==> src/rtl/mem_bus_arbiter.sv <==
// -----------------------------------------------------------------------------
// mem_bus_arbiter
//   Shares the single memory-mapped data bus (RAM/GPIO/UART decoder) between
//   two masters: master 0 is the CPU data port, master 1 is the UART program
//   loader/DMA. Round-robin arbitration on a req/done handshake, one bus
//   transaction at a time, with a timeout for slaves that never answer.
//
// Ports
//   clk                 rising-edge clock
//   reset               asynchronous, active-low reset
//   m0_req/m0_we/m0_addr/m0_wdata   master 0 request (held until m0_done)
//   m0_done             1-cycle completion pulse to master 0
//   m1_*                same as master 0, for master 1
//   rdata               read data, valid only with m0_done/m1_done
//   err                 set with done when the access timed out
//   bus_valid           transaction active toward the decoder
//   bus_we/bus_addr/bus_wdata   latched request presented to the decoder
//   bus_rdata           slave read data, sampled when bus_ready=1
//   bus_ready           slave completes the access in this cycle
// -----------------------------------------------------------------------------
module mem_bus_arbiter #(
   parameter int unsigned DATA_WIDTH = 32,
   parameter int unsigned ADDR_WIDTH = 32,
   parameter int unsigned TIMEOUT    = 16
) (
   input  logic                  clk,
   input  logic                  reset,
   input  logic                  m0_req,
   input  logic                  m0_we,
   input  logic [ADDR_WIDTH-1:0] m0_addr,
   input  logic [DATA_WIDTH-1:0] m0_wdata,
   output logic                  m0_done,
   input  logic                  m1_req,
   input  logic                  m1_we,
   input  logic [ADDR_WIDTH-1:0] m1_addr,
   input  logic [DATA_WIDTH-1:0] m1_wdata,
   output logic                  m1_done,
   output logic [DATA_WIDTH-1:0] rdata,
   output logic                  err,
   output logic                  bus_valid,
   output logic                  bus_we,
   output logic [ADDR_WIDTH-1:0] bus_addr,
   output logic [DATA_WIDTH-1:0] bus_wdata,
   input  logic [DATA_WIDTH-1:0] bus_rdata,
   input  logic                  bus_ready
);

   localparam int unsigned            TIMER_W      = $clog2(TIMEOUT + 1);
   localparam logic [TIMER_W-1:0]     TIMER_LAST   = TIMER_W'(TIMEOUT - 1);
   localparam logic [DATA_WIDTH-1:0]  TIMEOUT_DATA = DATA_WIDTH'(32'hDEAD_BEEF);

   typedef enum logic [1:0] {
      ST_IDLE,
      ST_ACCESS,
      ST_RESP
   } state_t;

   state_t                 state_q;
   state_t                 state_d;
   logic                   grant;
   logic                   winner;
   logic                   owner_q;
   logic                   last_gnt_q;
   logic [TIMER_W-1:0]     timer_q;
   logic                   we_q;
   logic [ADDR_WIDTH-1:0]  addr_q;
   logic [DATA_WIDTH-1:0]  wdata_q;
   logic [DATA_WIDTH-1:0]  rdata_q;
   logic                   err_q;
   logic                   timer_expired;

   assign timer_expired = (timer_q == TIMER_LAST);

   always_ff @(posedge clk or negedge reset) begin
      if (!reset) begin
         state_q <= ST_IDLE;
      end else begin
         state_q <= state_d;
      end
   end

   always_comb begin
      state_d = state_q;
      grant   = 1'b0;
      winner  = 1'b0;
      case (state_q)
         ST_IDLE: begin
            if (m0_req || m1_req) begin
               grant = 1'b1;
               // On a tie the master that did not win last time goes next;
               // last_gnt resets to 1 so the first tie favours master 0.
               if (m0_req && m1_req) begin
                  winner = ~last_gnt_q;
               end else begin
                  winner = m1_req;
               end
               state_d = ST_ACCESS;
            end
         end
         ST_ACCESS: begin
            if (bus_ready || timer_expired) begin
               state_d = ST_RESP;
            end
         end
         ST_RESP: begin
            state_d = ST_IDLE;
         end
         default: begin
            state_d = ST_IDLE;
         end
      endcase
   end

   always_ff @(posedge clk or negedge reset) begin
      if (!reset) begin
         owner_q    <= 1'b0;
         last_gnt_q <= 1'b1;
         timer_q    <= '0;
         we_q       <= 1'b0;
         addr_q     <= '0;
         wdata_q    <= '0;
         rdata_q    <= '0;
         err_q      <= 1'b0;
      end else if (grant) begin
         owner_q    <= winner;
         last_gnt_q <= winner;
         timer_q    <= '0;
         we_q       <= winner ? m1_we    : m0_we;
         addr_q     <= winner ? m1_addr  : m0_addr;
         wdata_q    <= winner ? m1_wdata : m0_wdata;
      end else if (state_q == ST_ACCESS) begin
         // bus_ready takes priority over expiry in the last allowed cycle
         if (bus_ready) begin
            rdata_q <= we_q ? '0 : bus_rdata;
            err_q   <= 1'b0;
         end else if (timer_expired) begin
            rdata_q <= TIMEOUT_DATA;
            err_q   <= 1'b1;
         end else begin
            timer_q <= timer_q + TIMER_W'(1);
         end
      end
   end

   assign bus_valid = (state_q == ST_ACCESS);
   assign bus_we    = we_q & bus_valid;
   assign bus_addr  = addr_q;
   assign bus_wdata = wdata_q;
   assign m0_done   = (state_q == ST_RESP) && !owner_q;
   assign m1_done   = (state_q == ST_RESP) &&  owner_q;
   assign rdata     = rdata_q;
   assign err       = err_q;

endmodule

==> config.mk <==
export PLATFORM = sky130hd
export DESIGN_NAME = mem_bus_arbiter
export DESIGN_NICKNAME = d
export VERILOG_FILES = /design/src/rtl/mem_bus_arbiter.sv
export SDC_FILE = /design/constraint.sdc
export NUM_CORES = 1
export LEC_CHECK = 0
export ABC_AREA = 0
export BUFFER_PORTS_ARGS = -buffer_cell sky130_fd_sc_hd__buf_4
export CAP_MARGIN = 20
export CORE_ASPECT_RATIO = 2
export CORE_MARGIN = 1
export CORE_UTILIZATION = 45
export CTS_CLUSTER_SIZE = 25
export DETAILED_ROUTE_END_ITERATION = 10
export PLACE_DENSITY = 0.79
export SLEW_MARGIN = 0
export SYNTH_ARGS = -nofsm -noshare
export SYNTH_HDL_FRONTEND = slang
export SYNTH_SLANG_ARGS = --single-unit
==> constraint.sdc <==
create_clock -name clk -period 3 [get_ports clk]
set_clock_uncertainty 0.2 [all_clocks]
set_input_delay 0.15 -clock clk [delete_from_list [all_inputs] [get_ports clk]]
set_output_delay 0.15 -clock clk [all_outputs]
set_load 0.05 [all_outputs]
Word level (Yosys, flattened, before mapping)
Index checks and enable logic that the tools add are counted. Widths: inputs -> output; s select.

Register bits after elaboration: 107. Latch bits: 0. Memory bits (writable): 0. Memory bits (read-only): 0. Output and inout bits: 101. Word-level logic and storage cells: 52. Memories: 0.

$add $sub $neg: 1. $mul: 0. Div/mod/pow operators: 0. $lt $le $gt $ge: 0. Equal/unequal tests: 7. Shifts and indexed selects: 0. Mux-type cells: 20. Bitwise logic cells: 3. Reduce and logical (&&, ||, !) cells: 12.

Operators with widths (number): $mux 32 (5); $mux 5 (4); $mux 1 (8); $reduce_and 3->1 (2); $add 5x1->5 const B (1); $eq 5x4->1 const B (1); $mux 2 (2); $ne 2x1->1 const B (2); $ne 2x2->1 const B (2); $pmux 2 s2 (1); $reduce_bool 2->1 (2); $logic_and 1x1->1 (3); $eq 2x1->1 const B (1); $eq 2x2->1 const B (1); $logic_not 2->1 (1); $logic_or 1x1->1 (2); $not 1->1 (2); $reduce_and 2->1 (1); $and 1x1->1 (1); $logic_not 1->1 (1).

Depth between registers and ports, before layout
Gate-level depths: netlist of the first run.

Depth after elaboration: 5. Depth in mapped cells: 7.

Least setup slack after synthesis of the first run
OpenSTA, ideal clock, no wires.

Kind: reg2reg. Start: register timer_q[0]. End: register timer_q[3]. Arrival: 1.906 ns. Required time: 2.722 ns. Setup slack: 0.817 ns. Cell stages (with the launch flop): 7. Buffers on the path: 0. Cells stage by stage: dfrtp_1 > ha_1 > and3_1 > ha_1 > or4b_4 > or3_1 > a21oi_1.

Cells in the longest elaborated chain, start to end: 5. Elaborated cells between the ends (all ways): 8.

RTL lines: start, declared (RTL line 64) `logic [TIMER_W-1:0] timer_q;`; start signal, assigned (RTL line 140) `timer_q <= timer_q + TIMER_W'(1);`; $add 5x1->5 (RTL line 140); $mux 5 (RTL line 136) `end else if (timer_expired) begin`; $mux 5 (RTL line 133) `if (bus_ready) begin`; $mux 5 (RTL line 131) `end else if (state_q == ST_ACCESS) begin`; $mux 5 (RTL line 124) `end else if (grant) begin`.

Several ways; a longest one is shown, not always the timed one. The select of a mux whose other input is x is not followed. A chain may end at the register's enable or synchronous reset.

Worst setup path in the final report of the first run
Ends and elaborated chain as after synthesis.

==> results.toml, run 1 <==
[timing]
min_period_ns = 2.368
period_share_pct = 78.93
final_max_slew_viol_count = 0
setup_slack_ns = 0.6320
setup_tns_ns = 0
whs_ns = 0.006221
rsz0062_at_grt = "no"
setup_viol = 0
worst_slew_pin_slew_ns = 0.9030
max-slew-margin-rel_pct = 39.57
fmax_mhz = 422.3
hold_viol_final = 0

[global_routing]
antenna_found_initial = 0
use_met1_pct = 35.19
grt_busiest_layer = "met2"
gr-total-overflow = 0
grt_pass1_wl_um = 29440
met3_usage_pct = 4.490
grt_max_degree = 70
grtUsageMet2_pct = 53.65
grtUsageTotal_pct = 30.82
grt_pass1_vias = 5838

[clocking]
clk_pin_slew_ns = 0.07
clk_latency_ns = 0.33
cts.sinks = 107
cts_tree = "done"
clockRootBuffer = "clkbuf_16"
cts_buffers = 9
h-tree-depth = 3
clock_path_buffers = 2
ctsResizeCount = 0

[critical_path]
cp-end-kind = "flop"
start_kind = "flop"
crit_type = "flop to flop"
crit_required_ns = 3.06
arrival_ns = 2.43
critPathMaxFanout = 6

[floorplan]
die_x_um = 79.24
start_util_pct = 45.88
rows = 56
die_area_um2 = 12400
die-height_um = 156.5
ios = 268
core_area_um2 = 11700

[outcome]
status = "complete, no violations"

[route]
wirelength_um = 19620
drt_iter0_drc = 293
ant_nets = 0
via_per_inst = 6.069
dr.pass1.iters = 8
routedWlPerCell_um = 20.82
num_vias = 5717
drcViolationCount = 0

[yosys]
avgSynthCellArea_um2 = 11.35
synth_nets = 642
synth_cells = 473
synth_seq_area_share_pct = 49.90
yosys.cell_types.count = 30
ys_ff_latch = 107
netlist_area_um2 = 5369
yosysWarnings = 0

[power_and_ir_drop]
p_leak_nw = 3.929
vdd_drop_max_mv = 0.6674
power.density_nw_per_um2 = 1158

[worst_hold_path]
hold_path_class = "input port to flop"

[final_layout]
area_growth_pct = 61.27
final_cells = 942
utilization_pct = 73.99
drive_gt1_share_pct = 38.02
finalNetCount = 961
diodes = 0

[placement]
port_buffers = 267
post-dp-hpwl_um = 12500
dp_cells = 836
pre_cts_ws_ns = 0.6653
gp_congestion = 0.8494

[flow_run]
maxCapViolCount = 0
==> cells in the mapped netlist <==
| library cell | number | area, um^2 |
|---|---|---|
| nor3b_1 | 66 | 495.5 |
| nor2b_1 | 25 | 156.4 |
| nand2_1 | 5 | 18.77 |
| o21ai_1 | 1 | 5.000 |
| a221o_1 | 65 | 650.6 |
| dfstp_2 | 1 | 26.28 |
| nor2_1 | 5 | 18.77 |
| and3b_1 | 1 | 8.760 |
| inv_1 | 10 | 37.54 |
| nor4b_2 | 1 | 15.01 |
| o22a_1 | 24 | 210.2 |
| a21o_1 | 2 | 15.01 |
| clkbuf_1 | 49 | 183.9 |
| o21a_1 | 2 | 15.01 |
| nand4b_1 | 8 | 70.07 |
| xnor2_1 | 1 | 8.760 |
| buf_2 | 9 | 45.04 |
| and4_1 | 65 | 569.3 |
| nand3_1 | 2 | 10.01 |
| a21oi_1 | 3 | 15.01 |
| or4b_4 | 1 | 13.76 |
| or2_2 | 1 | 6.260 |
| o21ai_0 | 10 | 50.05 |
| dfrtp_1 | 106 | 2653 |
| or3_1 | 2 | 12.51 |
| and3_1 | 2 | 12.51 |
| and2_1 | 1 | 6.260 |
| ha_1 | 2 | 25.02 |
| buf_1 | 2 | 7.510 |
| a211oi_1 | 1 | 7.510 |
==> path summary, 6_finish.rpt <==
check	depth (start not counted)	slack [ns]	to	startpoint
max in group asynchronous	3	1.59	last_gnt_q	reset
setup / recovery	6	0.63	timer_q[3]	timer_q[0]
setup reg to reg	6	0.63	timer_q[3]	timer_q[0]
hold / removal	3	0.006	bus_wdata[4]	m1_wdata[4]
hold reg to reg	1	0.30	err	err
min in group asynchronous	2	0.22	bus_addr[21]	reset
==> state kept, by name, indices dropped and copies added, names as in the netlist <==
| signal | flops |
|---|---|
| state_q | 2 |
| last_gnt_q | 1 |
| err | 1 |
| timer_q | 5 |
| owner_q | 1 |
| rdata | 32 |
| bus_wdata | 32 |
| we_q | 1 |
| bus_addr | 32 |
==> critical path, cell delays in order, from the launching register on <==
cell and delay (ns):
dfrtp_1 0.41, ha_1 0.21, and3_1 0.16, ha_1 0.23, or4b_4 0.54, or3_1 0.39, a21oi_1 0.16
==> metal layers <==
layer | vias up | share of wire, %
li1 | 2502 | -
met4 | 0 | 5.5
met3 | 82 | 6.3
met5 | - | 0
met2 | 339 | 52
met1 | 2794 | 36
==> area by class of cell <==
type                       instances  area (um^2)
fill                             775         3043
tap                              145        181.4
timing repair buffer             368         3030
clock inverter                     5        37.54
sequential                       107         2679
clock buffer                      11        242.7
multi-input combinational        296         2450
inverter                          10        37.54
==> power breakdown <==
part	leakage (nW)	switching (W)	internal, W
registers	1.28	0.000572	0.00217
logic	2.52	0.00404	0.00213
clock network	0.132	0.000530	0.000590
total	3.93	0.00514	0.00489
==> through the flow <==
step	area [um^2]	power [W]
3_5_place_dp	7472	0.008721
6_report	8658	0.01003
2_1_floorplan	5369	0.006745
3_3_place_gp	7472	0.008567
5_1_grt	8658	0.01043
4_1_cts	8643	0.009950
==> cells by family (layout without fill, tap and decap cells) <==
family | after synthesis | in the layout | share of synthesized area, %
AND/OR/NAND/NOR | 185 | 185 | 26.33
AO/OA/AOI/OAI | 108 | 108 | 18.04
flip-flops | 107 | 107 | 49.90
buffers and inverters | 70 | 394 | 5.104
adder cells (fa/ha/maj) | 2 | 2 | 0.4660
XOR/XNOR | 1 | 1 | 0.1632
==> cells in the final DEF, fill, tap and decap left out, types with 2 or more instances in the layout <==
| cell | instances |
|---|---|
| dlygate4sd3_1 | 89 |
| dfrtp_1 | 106 |
| o22a_1 | 24 |
| nand4b_1 | 8 |
| and4_1 | 65 |
| a221o_1 | 65 |
| o21a_1 | 2 |
| clkinvlp_4 | 2 |
| nor2_1 | 3 |
| inv_1 | 10 |
| buf_4 | 275 |
| ha_1 | 2 |
| a21o_1 | 2 |
| nand2_1 | 4 |
| clkbuf_16 | 9 |
| and3_1 | 2 |
| o21ai_0 | 10 |
| nor2_4 | 2 |
| buf_12 | 3 |
| nor3b_1 | 66 |
| a21oi_1 | 3 |
| or3_1 | 2 |
| nor2b_1 | 25 |
==> timing repair <==
| item | CTS | global route |
|---|---|---|
| hold buffers | 89 | 0 |
| endpoints found under the hold margin | 138 | 0 |
| setup endpoints to repair | 0 | 0 |
| buffers inserted | 0 | 0 |
Power figures use the tool's default switching activity.
==> run 2, diff against run 1 <==
--- a/config.mk
+++ b/config.mk
@@ -10,10 +10,10 @@
 export CAP_MARGIN = 20
 export CORE_ASPECT_RATIO = 2
 export CORE_MARGIN = 1
-export CORE_UTILIZATION = 45
+export CORE_UTILIZATION = 42
 export CTS_CLUSTER_SIZE = 25
 export DETAILED_ROUTE_END_ITERATION = 10
-export PLACE_DENSITY = 0.79
+export PLACE_DENSITY = 0.77
 export SLEW_MARGIN = 0
 export SYNTH_ARGS = -nofsm -noshare
 export SYNTH_HDL_FRONTEND = slang
==> constraint.sdc (replaced) <==
create_clock -name clk -period 2.1 [get_ports clk]
set_clock_uncertainty 0.2 [all_clocks]
set_input_delay 0.105 -clock clk [delete_from_list [all_inputs] [get_ports clk]]
set_output_delay 0.105 -clock clk [all_outputs]
set_load 0.05 [all_outputs]
==> results.toml, run 2 (synthesized netlist as in run 1, its figures left out) <==
[outcome]
status = "finished, violations left"
violations = "setup timing"

[critical_path]
cpPeakStageDelay_ns = 0.50
crit_chain = "ha_2 -> and3_4 -> ha_4 -> or4b_4 -> or3_4 -> a21oi_2"
r2r-end = "timer_q[3]"
cp-end-kind = "flop"
crit_type = "flop to flop"
start_kind = "flop"
critPathMaxFanout = 4
crit_buf_inv = 0
cp.depth = 6
worstRegToRegCells = 6
slowest_stage = "or4b_4"
reg2reg_from = "timer_q[0]"
crit_required_ns = 2.17
crit_family = "simple AND/OR/NAND/NOR gates"
arrival_ns = 2.21
rrSetupSlack_ns = -0.04

[route]
drt_iter0_drc = 359
ant_nets = 0
num_vias = 5958
via_per_inst = 5.934
routedWlPerCell_um = 20.49
wirelength_um = 20570
drcViolationCount = 0
dr.pass1.iters = 7

[placement]
port_buffers = 267
post-dp-hpwl_um = 12740
gp_congestion = 0.9010

[clocking]
cts.sinks = 107
cts_buffers = 9
clk_latency_ns = 0.34
clockRootBuffer = "clkbuf_16"
cts_tree = "done"
clock_path_buffers = 2
clk_pin_slew_ns = 0.07
h-tree-depth = 3

[timing]
setup_viol = 2
setup_slack_ns = -0.03725
period_share_pct = 101.8
rsz0062_at_grt = "yes"
min_period_ns = 2.137
setup_tns_ns = -0.06708
hold_viol_final = 0
final_max_slew_viol_count = 0
worst_slew_pin_slew_ns = 0.5928
whs_ns = 0.0005626
fmax_mhz = 467.9
max-slew-margin-rel_pct = 60.48

[final_layout]
fillers = 822
layout_commonest_cell = "buf_4"
diodes = 0
drive_gt1_share_pct = 38.29
area_growth_pct = 73.39
final_cell_mix = "buf_4, dlygate4sd3_1, dfrtp_1"
finalNetCount = 1018
utilization_pct = 74.58

[worst_hold_path]
hold_end = "bus_addr[21]"
holdPathStages = 3
min_from = "m0_addr[21]"
hold_path_class = "input port to flop"

[flow_run]
maxCapViolCount = 0

[floorplan]
die_area_um2 = 13270
die_x_um = 81.95
rows = 58
start_util_pct = 43.01
die-height_um = 161.9
core_area_um2 = 12480
ios = 268

[power_and_ir_drop]
vdd_drop_max_mv = 1.406
power.density_nw_per_um2 = 1592
total_power_w = 0.01482
p_leak_nw = 4.205

[global_routing]
grt_max_degree = 63
antenna_found_initial = 0
grt_pass1_vias = 6331
grtUsageTotal_pct = 31.54
grt_pass1_wl_um = 31990
gr-total-overflow = 0
## run 2: cell types whose count changed in the layout (fill, tap and decap cells not counted), moves of 2 or more
cell,before,now
dlygate4sd3_1,89,132
bufinv_16,0,2
or3_4,0,2
a21oi_1,3,1
or3_1,2,0
buf_4,275,289
ha_1,2,0
a21oi_2,0,2
## run 2: layout make-up
type                            instances  area [um^2]  area share, %
Timing Repair Buffer                  425         3571          38.36
Sequential cell                       107         2680          28.79
Multi-Input combinational cell        296         2499          26.84
Clock buffer                           10        239.0          2.567
Tap cell                              150        187.7          2.016
Clock inverter                          6        95.09          1.022
Inverter                               10        37.54         0.4032
## run 2: worst register-to-register path: stages (launching register included)
cell	delay [ns]
dfrtp_1	0.40
ha_2	0.20
and3_4	0.15
ha_4	0.15
or4b_4	0.50
or3_4	0.34
a21oi_2	0.13
## run 2: repair_timing
item,in CTS,in global routing
hold endpoints to repair,205,0
pin swaps,1,0
setup buffers,1,1
endpoints found under the setup margin,2,9
resized for setup,7,3
hold buffers,132,0
## run 2: worst max-delay path by stage
stage / slack (ns) / end / startpoint
final: -0.04 / timer_q[3] / timer_q[0]
after global routing: -0.08 / timer_q[2] / timer_q[0]
after CTS: -0.02 / timer_q[3] / timer_q[0]
after detailed placement: -0.09 / timer_q[2] / timer_q[0]
after global placement: -0.007 / timer_q[2] / timer_q[0]
after floorplan: -0.03 / timer_q[2] / timer_q[0]
## run 2: through the flow
stage	instance area, um^2	instances	setup WS [ns]
after floorplan	5374	473	-0.02919
after global placement	7594	854	-0.006918
after detailed placement	7594	854	-0.08600
after CTS	9289	1003	-0.02011
after global routing	9309	1004	-0.07850
final	9309	1004	-0.03725
## run 2: per-layer routing
metal | part of all wire (%) | wire length [um] | track usage (%)
met2 | 54 | 11110 | 55.07
met5 | 0 | 0 | 0
met4 | 5.3 | 1097 | 18.26
met1 | 35 | 7201 | 34.26
met3 | 5.6 | 1161 | 5.787
## run 2: power by group
group	total (W)	switching (W)	internal, W
Clock	0.00188	0.000789	0.00109
Combinational	0.00914	0.00594	0.00320
Sequential	0.00380	0.000693	0.00311
Total	0.0148	0.00742	0.00740
